File: src/rtl/instruction_prefetch_register.sv
// Instruction register with a small prefetch FIFO in front of it.
// The fetch side pushes words with valid/ready. LoadIR moves the oldest word
// into the IR, or takes the offered word directly when the queue is empty.
// Flush empties the queue and marks the IR as stale.
module instruction_prefetch_register #(
    parameter int INS_WIDTH    = 8,
    parameter int OPCODE_WIDTH = 4,
    parameter int DEPTH        = 4
) (
    input  logic                              clock,
    input  logic                              reset,
    input  logic                              flush,
    input  logic [INS_WIDTH-1:0]              ins_in,
    input  logic                              ins_valid,
    output logic                              ins_ready,
    input  logic                              LoadIR,
    output logic [OPCODE_WIDTH-1:0]           opcode,
    output logic [INS_WIDTH-OPCODE_WIDTH-1:0] data_out,
    output logic                              ir_valid,
    output logic [$clog2(DEPTH+1)-1:0]        count,
    output logic                              underflow
);

    localparam int PTR_W = $clog2(DEPTH);
    localparam int CNT_W = $clog2(DEPTH+1);
    localparam logic [CNT_W-1:0] FULL_CNT = CNT_W'(DEPTH);

    logic [INS_WIDTH-1:0] mem_q [DEPTH];
    logic [PTR_W-1:0]     wr_ptr_q, wr_ptr_d;
    logic [PTR_W-1:0]     rd_ptr_q, rd_ptr_d;
    logic [CNT_W-1:0]     count_q, count_d;
    logic [INS_WIDTH-1:0] ir_q, ir_d;
    logic                 ir_valid_q, ir_valid_d;
    logic                 underflow_q, underflow_d;

    logic push;
    logic pop;
    logic enq;
    logic q_empty;

    // Ready depends only on registered occupancy and flush, never on LoadIR.
    assign ins_ready = !flush && (count_q != FULL_CNT);
    assign push      = ins_valid && ins_ready;
    assign q_empty   = (count_q == '0);

    // Pop the head only when the queue actually holds a word.
    assign pop = !flush && LoadIR && !q_empty;
    // An accepted word goes into the queue unless it is bypassed into the IR.
    assign enq = push && !(LoadIR && q_empty);

    // Next-state for pointers, occupancy and the IR.
    always_comb begin
        wr_ptr_d    = wr_ptr_q;
        rd_ptr_d    = rd_ptr_q;
        count_d     = count_q;
        ir_d        = ir_q;
        ir_valid_d  = ir_valid_q;
        underflow_d = 1'b0;
        if (flush) begin
            wr_ptr_d   = '0;
            rd_ptr_d   = '0;
            count_d    = '0;
            ir_valid_d = 1'b0;
        end else begin
            if (LoadIR) begin
                if (!q_empty) begin
                    ir_d       = mem_q[rd_ptr_q];
                    rd_ptr_d   = rd_ptr_q + 1'b1;
                    ir_valid_d = 1'b1;
                end else if (push) begin
                    ir_d       = ins_in;
                    ir_valid_d = 1'b1;
                end else begin
                    ir_valid_d  = 1'b0;
                    underflow_d = 1'b1;
                end
            end
            if (enq) begin
                wr_ptr_d = wr_ptr_q + 1'b1;
            end
            case ({enq, pop})
                2'b10:   count_d = count_q + 1'b1;
                2'b01:   count_d = count_q - 1'b1;
                default: count_d = count_q;
            endcase
        end
    end

    // Control state registers with synchronous reset.
    always_ff @(posedge clock) begin
        if (reset) begin
            wr_ptr_q    <= '0;
            rd_ptr_q    <= '0;
            count_q     <= '0;
            ir_q        <= '0;
            ir_valid_q  <= 1'b0;
            underflow_q <= 1'b0;
        end else begin
            wr_ptr_q    <= wr_ptr_d;
            rd_ptr_q    <= rd_ptr_d;
            count_q     <= count_d;
            ir_q        <= ir_d;
            ir_valid_q  <= ir_valid_d;
            underflow_q <= underflow_d;
        end
    end

    // Queue storage; contents are don't-care while the slot is unoccupied.
    always_ff @(posedge clock) begin
        if (!reset && enq) begin
            mem_q[wr_ptr_q] <= ins_in;
        end
    end

    assign opcode    = ir_q[OPCODE_WIDTH-1:0];
    assign data_out  = ir_q[INS_WIDTH-1:OPCODE_WIDTH];
    assign ir_valid  = ir_valid_q;
    assign count     = count_q;
    assign underflow = underflow_q;

endmodule
File: config.mk
export PLATFORM = sky130hd
export DESIGN_NAME = instruction_prefetch_register
export DESIGN_NICKNAME = d
export VERILOG_FILES = /design/src/rtl/instruction_prefetch_register.sv
export SDC_FILE = /design/constraint.sdc
export NUM_CORES = 1
export LEC_CHECK = 0
export ABC_AREA = 1
export BUFFER_PORTS_ARGS = -buffer_cell sky130_fd_sc_hd__clkbuf_2
export CORE_MARGIN = 3
export CORE_UTILIZATION = 52
export DETAILED_ROUTE_END_ITERATION = 8
export GPL_ROUTABILITY_DRIVEN = 0
export PLACE_DENSITY = 0.75
export RECOVER_POWER = 50
export SLEW_MARGIN = 15
export SYNTH_ARGS = -nofsm -noshare
export SYNTH_HDL_FRONTEND = slang
export SYNTH_SLANG_ARGS = --single-unit
File: constraint.sdc
create_clock -name clock -period 2.1 [get_ports clock]
set_clock_uncertainty 0.2 [all_clocks]
set_input_delay 0.105 -clock clock [delete_from_list [all_inputs] [get_ports clock]]
set_output_delay 0.105 -clock clock [all_outputs]
set_load 0.05 [all_outputs]
Word level (Yosys, flattened, before mapping)
Memories as Yosys holds them, arrays and structs flattened. A register that Yosys moved wholly into a read port is not among the register bits.
Index checks and enable logic that the tools add are counted.
{"block": "totals", "register_bits": 17, "latchBits": 0, "mem_bits_rw": 32, "mem_bits_ro": 0, "input_bits": 13, "output_inout_bits": 14, "elab_cells": 45, "n_memories": 1}
{"block": "classes", "add_sub_neg": 4, "multipliers": 0, "n_div": 0, "order_cmp": 0, "n_eq_ne": 4, "shift": 0, "muxes": 10, "bitwise": 3, "n_reduce_logical": 17}
{"memory": "mem_q", "words": 4, "width": 8, "read_ports": 1, "rd_clocked_by_memory_dff": 1, "write_ports": 1, "line_no": "28", "rtl": "logic [INS_WIDTH-1:0] mem_q [DEPTH];"}
{"operator": "$mux 8", "n": 2}
{"operator": "$logic_and 1x1->1", "n": 7}
{"operator": "$pmux 3 s2", "n": 1}
{"operator": "$mux 1", "n": 5}
{"operator": "$add 2x1->2 const B", "n": 2}
{"operator": "$logic_not 1->1", "n": 4}
{"operator": "$mux 2", "n": 2}
{"operator": "$reduce_or 4->1", "n": 1}
{"operator": "$add 3x1->3 const B", "n": 1}
{"operator": "$logic_not 3->1", "n": 1}
{"operator": "$ne 3x3->1 const B", "n": 1}
{"operator": "$not 1->1", "n": 3}
{"operator": "$reduce_and 3->1", "n": 1}
{"operator": "$sub 3x1->3 const B", "n": 1}
{"operator": "$eq 2x1->1 const B", "n": 1}
{"operator": "$eq 2x2->1 const B", "n": 1}
{"operator": "$ne 2x2->1 const B", "n": 1}
{"operator": "$reduce_and 2->1", "n": 1}
{"operator": "$reduce_bool 2->1", "n": 1}
{"operator": "$reduce_or 2->1", "n": 1}

Depth between registers and ports, before layout
Gate-level depths: netlist of the first run.
{"block": "logic_depth", "depth_word": 7, "depth_mapped": 13, "depth_no_buf": 13}

Worst setup path before layout of the first run
Ideal clock, no wire load.
{"block": "synth_timing", "path_kind": "register to register", "start": "register count_q[0] (netlist: count[0])", "end": "register count_q[2] (netlist: count[2])", "setup_time_ps": 148, "t_arrival_ps": 2517, "required_time_ps": 1752, "setup_slack_ps": -765, "stages_incl_launch_ff": 14, "n_path_buf": 0, "period_less_slack_ps": 2865, "path_cell_list": "dfxtp_1 > nor2_4 > a21oi_2 > nand2_2 > nor2_4 > inv_1 > ha_1 > inv_1 > fa_1 > nand2_1 > nand2_1 > nor2_1 > o21ai_0 > a21oi_1"}
{"block": "synth_between", "elab_chain_len": 6, "elab_cells_between_ends": 15, "classes_between": "add/sub (2); eq/ne (3); mux (1); reduce/logical (9)"}
{"item": "from (decl)", "line_no": "31", "rtl": "logic [CNT_W-1:0] count_q, count_d;"}
{"item": "from (signal assigned)", "line_no": "101", "rtl": "count_q <= count_d;"}
{"item": "$ne 3x3->1 (*)", "line_no": "42", "rtl": "assign ins_ready = !flush && (count_q != FULL_CNT);"}
{"item": "$logic_and 1x1->1 (*)", "line_no": "42"}
{"item": "named net ins_ready", "line_no": "15", "rtl": "output logic ins_ready,"}
{"item": "$logic_and 1x1->1 (*)", "line_no": "43", "rtl": "assign push = ins_valid && ins_ready;"}
{"item": "$logic_and 1x1->1 (*)", "line_no": "49", "rtl": "assign enq = push && !(LoadIR && q_empty);"}
{"item": "$eq 2x1->1 / $eq 2x2->1 (equally long branches)", "line_no": "81", "rtl": "case ({enq, pop})"}
{"item": "$pmux 3 s2 / $reduce_bool 2->1 (equally long branches)"}
The timed path passes the listed nets; every way through them passes the cells marked *.
A chain may end at the register's enable or synchronous reset.

Worst setup path after layout of the first run
{"block": "layout_timing", "start": "register count_q[1] (netlist: count[1])", "end": "register count_q[2] (netlist: count[2])"}
{"block": "layout_between", "elab_chain_len": 6, "elab_cells_between_ends": 15, "classes_between": "add/sub (2); eq/ne (3); mux (1); reduce/logical (9)"}
{"item": "$ne 3x3->1 / $logic_not 3->1 (equally long branches)", "line_no": "42, 44"}
{"item": "$logic_and 1x1->1 (on tied branches)", "line_no": "42, 49"}
{"item": "$logic_and 1x1->1 / $logic_not 1->1 (equally long branches)", "line_no": "43, 49"}
{"item": "$logic_and 1x1->1", "line_no": "49"}
{"item": "$eq 2x1->1 / $eq 2x2->1 (equally long branches)", "line_no": "81"}
{"item": "$pmux 3 s2 / $reduce_bool 2->1 (equally long branches)"}
Parallel ways exist; a longest one is shown, timed or not.

==> out/metrics.yaml, run 1 <==
logic_synthesis:
  avgSynthCellArea_um2: 8.44
  synthTopCellsByArea: "edfxtp_1, dfxtp_1, nand2_1, inv_1, nor2_1"
  synth_seq_cells: 51
  ys_warn_count: 0
  synth_cells: 280
  yosysMostFrequentCell: "nand2_1"
  yosysTopAreaCell: "edfxtp_1"
  synth_common_cells: "nand2_1, inv_1, edfxtp_1, nor2_1, dfxtp_1"
  synth_top_cell_area_share_pct: 40.7
  synthArstFlopShare_pct: 0
  synthesis.nets: 299
  synth_edf_count: 32
  synth_area_um2: 2360
  synth_flop_cell: "edfxtp_1"
  yosysSeqAreaShare_pct: 56.7
  synth_cell_types: 20
critical_path:
  critPathSlowestCell: "dfxtp_4"
  cp_data_required_time_ps: 2140
  cp-end-kind: "register"
  cp-start-kind: "register"
  crit_path_max_incr_delay_ps: 370
  cp_max_fo: 4
  critPathLaunch: "count[1]"
  r2r-start: "count[1]"
  crit_type: "reg -> reg"
  cp-endpoint: "count[2]"
  cp_data_arrival_time_ps: 2090
  rrSetupSlack_ps: 50
  r2r_end: "count[2]"
  worst_r2r_path_depth: 13
  crit_chain: "nor2_4 -> nand3_2 -> inv_2 -> nor2_4 -> inv_1 -> ha_2 -> inv_2 -> fa_2 -> nand2_1 -> nand2_1 -> nor2_2 -> o21ai_1 -> a21oi_1"
floorplanning:
  initial_core_util_pct: 56.3
  core_area_um2: 4200
  die_x_um: 73.4
  die_h_um: 73.4
  pin_count: 27
  rows: 23
  dieArea_um2: 5390
routing:
  viasPerCell: 4.78
  num_vias: 1841
  drc_errors: 0
  wl_per_cell_um: 12.5
  drtIter0Drc: 128
  first_pass_iters: 5
  drtAntennaViolNets: 0
  finalWirelength_um: 4830
timing:
  max_freq_mhz: 488
  hold_viol: 0
  setup_slack_ps: 50.2
  setup_viol: 0
  fin_crit_ps: 2050
  hold-worst-slack_ps: 43.1
  tns_ps: 0
  worst_slew_pin_slew_ps: 610
  timing.slew.headroom_pct: 59.5
  finalCritPeriodShare_pct: 97.6
  rsz0062_at_grt: "true"
  maxSlewViolCount: 0
global_routing:
  grt_antenna_before_repair: 0
  grt_max_degree: 17
  grt_pass1_wl_um: 8110
  grt_remaining_overflow: 0
  grt_pass1_vias: 1733
  track_usage_pct: 20.3
outcome:
  status: "complete, no violations"
finish:
  syn2layout_area_growth_pct: 22.4
  final_nets: 353
  diodes: 0
  final_core_util_pct: 68.9
  drive_gt1_share_pct: 16.1
  stdcell_count: 385
  nFillCells: 336
power_and_ir_drop:
  p_comb_share_pct: 10.8
  p_sw_mw: 0.485
  p_int_mw: 1.58
  ir_drop_mv: 0.345
  p_leak_nw: 1.33
  power.density_nw_per_um2: 714
  clkPwrFrac_pct: 36.4
  power.share.sequential_pct: 52.7
  switching_share_pct: 23.5
clock_tree:
  cts_buffers: 5
  clock_latency_ps: 300
  clock_path_buffers: 2
  cts_tree: "yes"
  ctsHtreeMaxLevel: 2
  numClockSinks: 51
  clockRootBuffer: "clkbuf_8"
  clkTransAtPathRegs_ps: 90
placement:
  pre_cts_slack_ps: -44.3
  dp_hpwl_um: 3180
  portBuffers: 26
  placedCellCount: 361
flow_run:
  cap_violations: 0
hold_path:
  hold_path_class: "in -> reg"
-- critical path: cells and delay by family (launching register included) --
family / cells / cell delay, ps
simple gates: 6 / 530
compound gates: 2 / 200
fa+ha+maj: 2 / 500
flops: 1 / 370
buf+inv: 3 / 190
-- worst min path at each step --
| stage | from | endpoint | slack, ps | depth (start not counted) |
|---|---|---|---|---|
| final | flush | wr_ptr_q[0] | 40 | 5 |
| after global routing | flush | wr_ptr_q[0] | 90 | 5 |
| after CTS | flush | wr_ptr_q[0] | 40 | 5 |
| after detailed placement | ins_in[2] | mem_q[0][2] | 150 | 1 |
| after global placement | ins_in[0] | mem_q[2][0] | 150 | 1 |
| after floorplan | ins_in[0] | mem_q[0][0] | 4 | 0 |
-- metrics by stage --
step           instance area, um2  power (mW)
2_1_floorplan                2400        1.25
3_3_place_gp                 2630        1.31
3_5_place_dp                 2630        1.32
4_1_cts                      2920        2.08
5_1_grt                      2890        2.15
6_report                     2890        2.07
-- power groups by stage --
stage / logic [mW] / registers (mW) / clock network, mW
floorplan: 0.0930 / 1.16 / 0
global placement: 0.199 / 1.11 / 0
detailed placement: 0.202 / 1.11 / 0
CTS: 0.228 / 1.09 / 0.765
global route: 0.250 / 1.09 / 0.813
finish: 0.224 / 1.09 / 0.753
-- cell usage in the layout (no fill, tap or decap), types with 6 or more instances in the layout --
cell and instances:
nand2_1 87, inv_1 55, edfxtp_1 32, nor2_1 24, clkbuf_1 20, nand3_1 16, dfxtp_1 16, buf_4 14
dlygate4sd3_1 12, a21oi_1 7, inv_2 6, clkbuf_2 6
-- layer usage --
metal  GRT usage (%)  vias up  wire [um]
li1                -      955          -
met5               0        -          0
met1            26.0      829       2070
met4            6.64        0         61
met2            34.8       52       2440
met3            3.69        5        255
-- cells by family after synthesis --
kind of cell	Yosys count	share of synthesized area [%]
buf+inv	67	11.4
compound gates	13	3.23
flops	51	56.7
simple gates	143	25.1
fa+ha+maj	6	3.49
-- final cells by class --
class	count	area (um2)	area share (%)
well taps	50	62.6	2.16
flip-flops and latches	51	1350	46.7
clock buffers	6	93.8	3.24
multi-input cells	162	787	27.2
repair buffers	52	330	11.4
clock inverters	2	36.3	1.25
inverters	62	233	8.04
-- registers in the layout, summed over array words and instances (netlist names), named ones only --
| register | flops |
|---|---|
| count | 3 |
| ir_q | 8 |
| ir_valid | 1 |
| mem_q | 32 |
| rd_ptr_q | 2 |
| underflow | 1 |
| wr_ptr_q | 2 |
-- timing repair --
action                                  4_1_cts  5_1_grt
hold buffers                                 12        0
pin swaps                                     3        4
setup buffers                                 4        0
endpoints found under the setup margin        1        1
endpoints found under the hold margin        43        0
resized for setup                             2        0
Note: power is estimated with default switching activity, not from simulation.
==> run 2, diff against run 1 <==
- clock period: 2.1 -> 1.77 ns (I/O delays scaled with it)
==> run 2 against run 1 <==
The run now ends with setup timing left. Design area up 4.3%. Sequential power up 18%. Via count up 2.1%. Largest cell class unchanged. Worst hold slack better by 51 ps. Wire length up 0.99%. Sequential cell count unchanged. Non-clock buffer count up 9. Count of clock-buffer cells in the layout down 1. Cell count up 2.3%.
==> out/metrics.yaml, run 2 (synthesis gave the netlist of run 1 again) <==
outcome:
  status: "finished, violations left"
  violations: "setup timing"
routing:
  num_vias: 1879  # +2.1%
  first_pass_iters: 5  # unchanged
  drtIter0Drc: 87  # -32%
  finalWirelength_um: 4880  # +0.99%
  viasPerCell: 4.77  # -0.27%
  drtAntennaViolNets: 0  # unchanged
  wl_per_cell_um: 12.4  # -1.3%
  drc_errors: 0  # unchanged
flow_run:
  cap_violations: 0  # unchanged
timing:
  max_freq_mhz: 502  # +2.9%
  hold-worst-slack_ps: 94.0  # +50.9 ps
  tns_ps: -1550  # -1550 ps
  maxSlewViolCount: 0  # unchanged
  setup_viol: 34  # +34
  worst_slew_pin_slew_ps: 368  # -242 ps
  hold_viol: 0  # unchanged
  rsz0062_at_grt: "true"
  timing.slew.headroom_pct: 75.4  # +16 points
  finalCritPeriodShare_pct: 113  # +15 points
  fin_crit_ps: 1990  # -56.9 ps
  setup_slack_ps: -223  # -273 ps
power_and_ir_drop:
  p_int_mw: 1.80  # +14%
  p_leak_nw: 1.42  # +6.6%
  clkPwrFrac_pct: 33.0  # -3.4 points
  power.share.sequential_pct: 54.7  # +2.0 points
  ir_drop_mv: 0.496  # +44%
  p_sw_mw: 0.560  # +16%
  power.density_nw_per_um2: 781  # +9.4%
  p_comb_share_pct: 12.3  # +1.5 points
  switching_share_pct: 23.8  # +0.30 points
critical_path:
  cp-start-kind: "register"
  cp_data_required_time_ps: 1810  # -330 ps
  cp_data_arrival_time_ps: 2030  # -60 ps
  cp_max_fo: 4  # unchanged
  cp-end-kind: "register"
  crit_type: "reg -> reg"
floorplanning:
  core_area_um2: 4200  # unchanged
  initial_core_util_pct: 56.3  # unchanged
  rows: 23  # unchanged
  dieArea_um2: 5390  # unchanged
  die_h_um: 73.4  # unchanged
  die_x_um: 73.4  # unchanged
  pin_count: 27  # unchanged
clock_tree:
  clock_path_buffers: 2  # unchanged
  ctsHtreeMaxLevel: 2  # unchanged
  numClockSinks: 51  # unchanged
  cts_tree: "yes"
  cts_buffers: 5  # unchanged
  clkTransAtPathRegs_ps: 90  # about the same
  clockRootBuffer: "clkbuf_8"
  clock_latency_ps: 300  # about the same
global_routing:
  track_usage_pct: 19.7  # -0.55 points
  grt_pass1_vias: 1853  # +6.9%
  grt_remaining_overflow: 0  # unchanged
  grt_pass1_wl_um: 7980  # -1.6%
  grt_antenna_before_repair: 0  # unchanged
  grt_max_degree: 17  # unchanged
finish:
  final_core_util_pct: 71.8  # +2.9 points
  largest_reg_flops: 32  # unchanged
  mostFrequentLayoutCells: "nand2_1, inv_1, edfxtp_1"
  final_common_cell: "nand2_1"
  drive_gt1_share_pct: 22.1  # +6.0 points
  multiInputGateArea_um2: 816  # +3.7%
  nFillCells: 312  # -7.1%
  seq_area_um2: 1350  # unchanged
  syn2layout_area_growth_pct: 27.6
  diodes: 0  # unchanged
  stdcell_count: 394  # +2.3%
  final_nets: 362  # +2.5%
  largest-register: "mem_q"
placement:
  dp_hpwl_um: 3100  # -2.7%
  placedCellCount: 369  # +2.2%
  portBuffers: 26  # unchanged
  pre_cts_slack_ps: -282  # -238 ps
hold_path:
  hold_path_class: "in -> reg"
[run 2: changes by cell type in the layout (fill, tap and decap cells not counted), moves of 2 or more]
cell,change
clkbuf_1,-12
clkbuf_2,+11
buf_4,+4
buf_12,+2
buf_6,+2
inv_1,-2
inv_2,+2
nor2_2,-2
nor2_4,+2
[run 2: critical path, stage by stage (launching register included)]
cell and delay, ps:
dfxtp_4 360, nor2_4 180, nand3_2 110, inv_2 100, nor2_4 40, inv_2 60
ha_4 120, inv_2 40, fa_2 330, nand2_1 60, nand2_1 60, nor2_2 100
o21ai_1 60, a21oi_1 110
[run 2: worst paths after layout]
| path | start | end | slack, ps | cells after the start |
|---|---|---|---|---|
| worst max-delay path | count[1] | count[2] | -220 | 13 |
| worst min-delay path | ins_valid | ir_valid | 90 | 5 |
| worst max register to register | count[1] | count[2] | -220 | 13 |
| worst min register to register | rd_ptr_q[0] | rd_ptr_q[0] | 280 | 2 |
[run 2: layer usage]
metal / up-vias / global-route usage, % / wire length (um)
li1: 980 / - / -
met1: 846 / 23.2 / 2030
met2: 44 / 34.0 / 2540
met3: 9 / 4.79 / 207
met4: 0 / 9.05 / 98
met5: - / 0 / 0
[run 2: stage by stage]
step,total power [mW],instance area (um2)
after floorplan,1.48,2420
after global placement,1.57,2740
after detailed placement,1.57,2740
after CTS,2.37,3000
after global routing,2.45,3020
final,2.36,3020
[run 2: final cells by class]
class / count / share of cell area, %
well taps: 50 / 2.07
repair buffers: 61 / 14.8
clock inverters: 3 / 1.29
multi-input cells: 162 / 27.0
flip-flops and latches: 51 / 44.8
inverters: 62 / 7.71
clock buffers: 5 / 2.28
[run 2: power groups by stage]
stage | sequential [mW] | clock (mW) | combinational (mW)
after CTS | 1.29 | 0.797 | 0.283
after global routing | 1.29 | 0.840 | 0.317
final | 1.29 | 0.778 | 0.289
after global placement | 1.32 | 0 | 0.249
after floorplan | 1.37 | 0 | 0.114
after detailed placement | 1.32 | 0 | 0.252
[run 2: what timing repair did]
action	CTS	global route
hold buffers	12	1
setup endpoints to repair	34	35
hold endpoints to repair	46	2
pin swaps	8	4
resized for setup	4	3
setup buffers	3	1
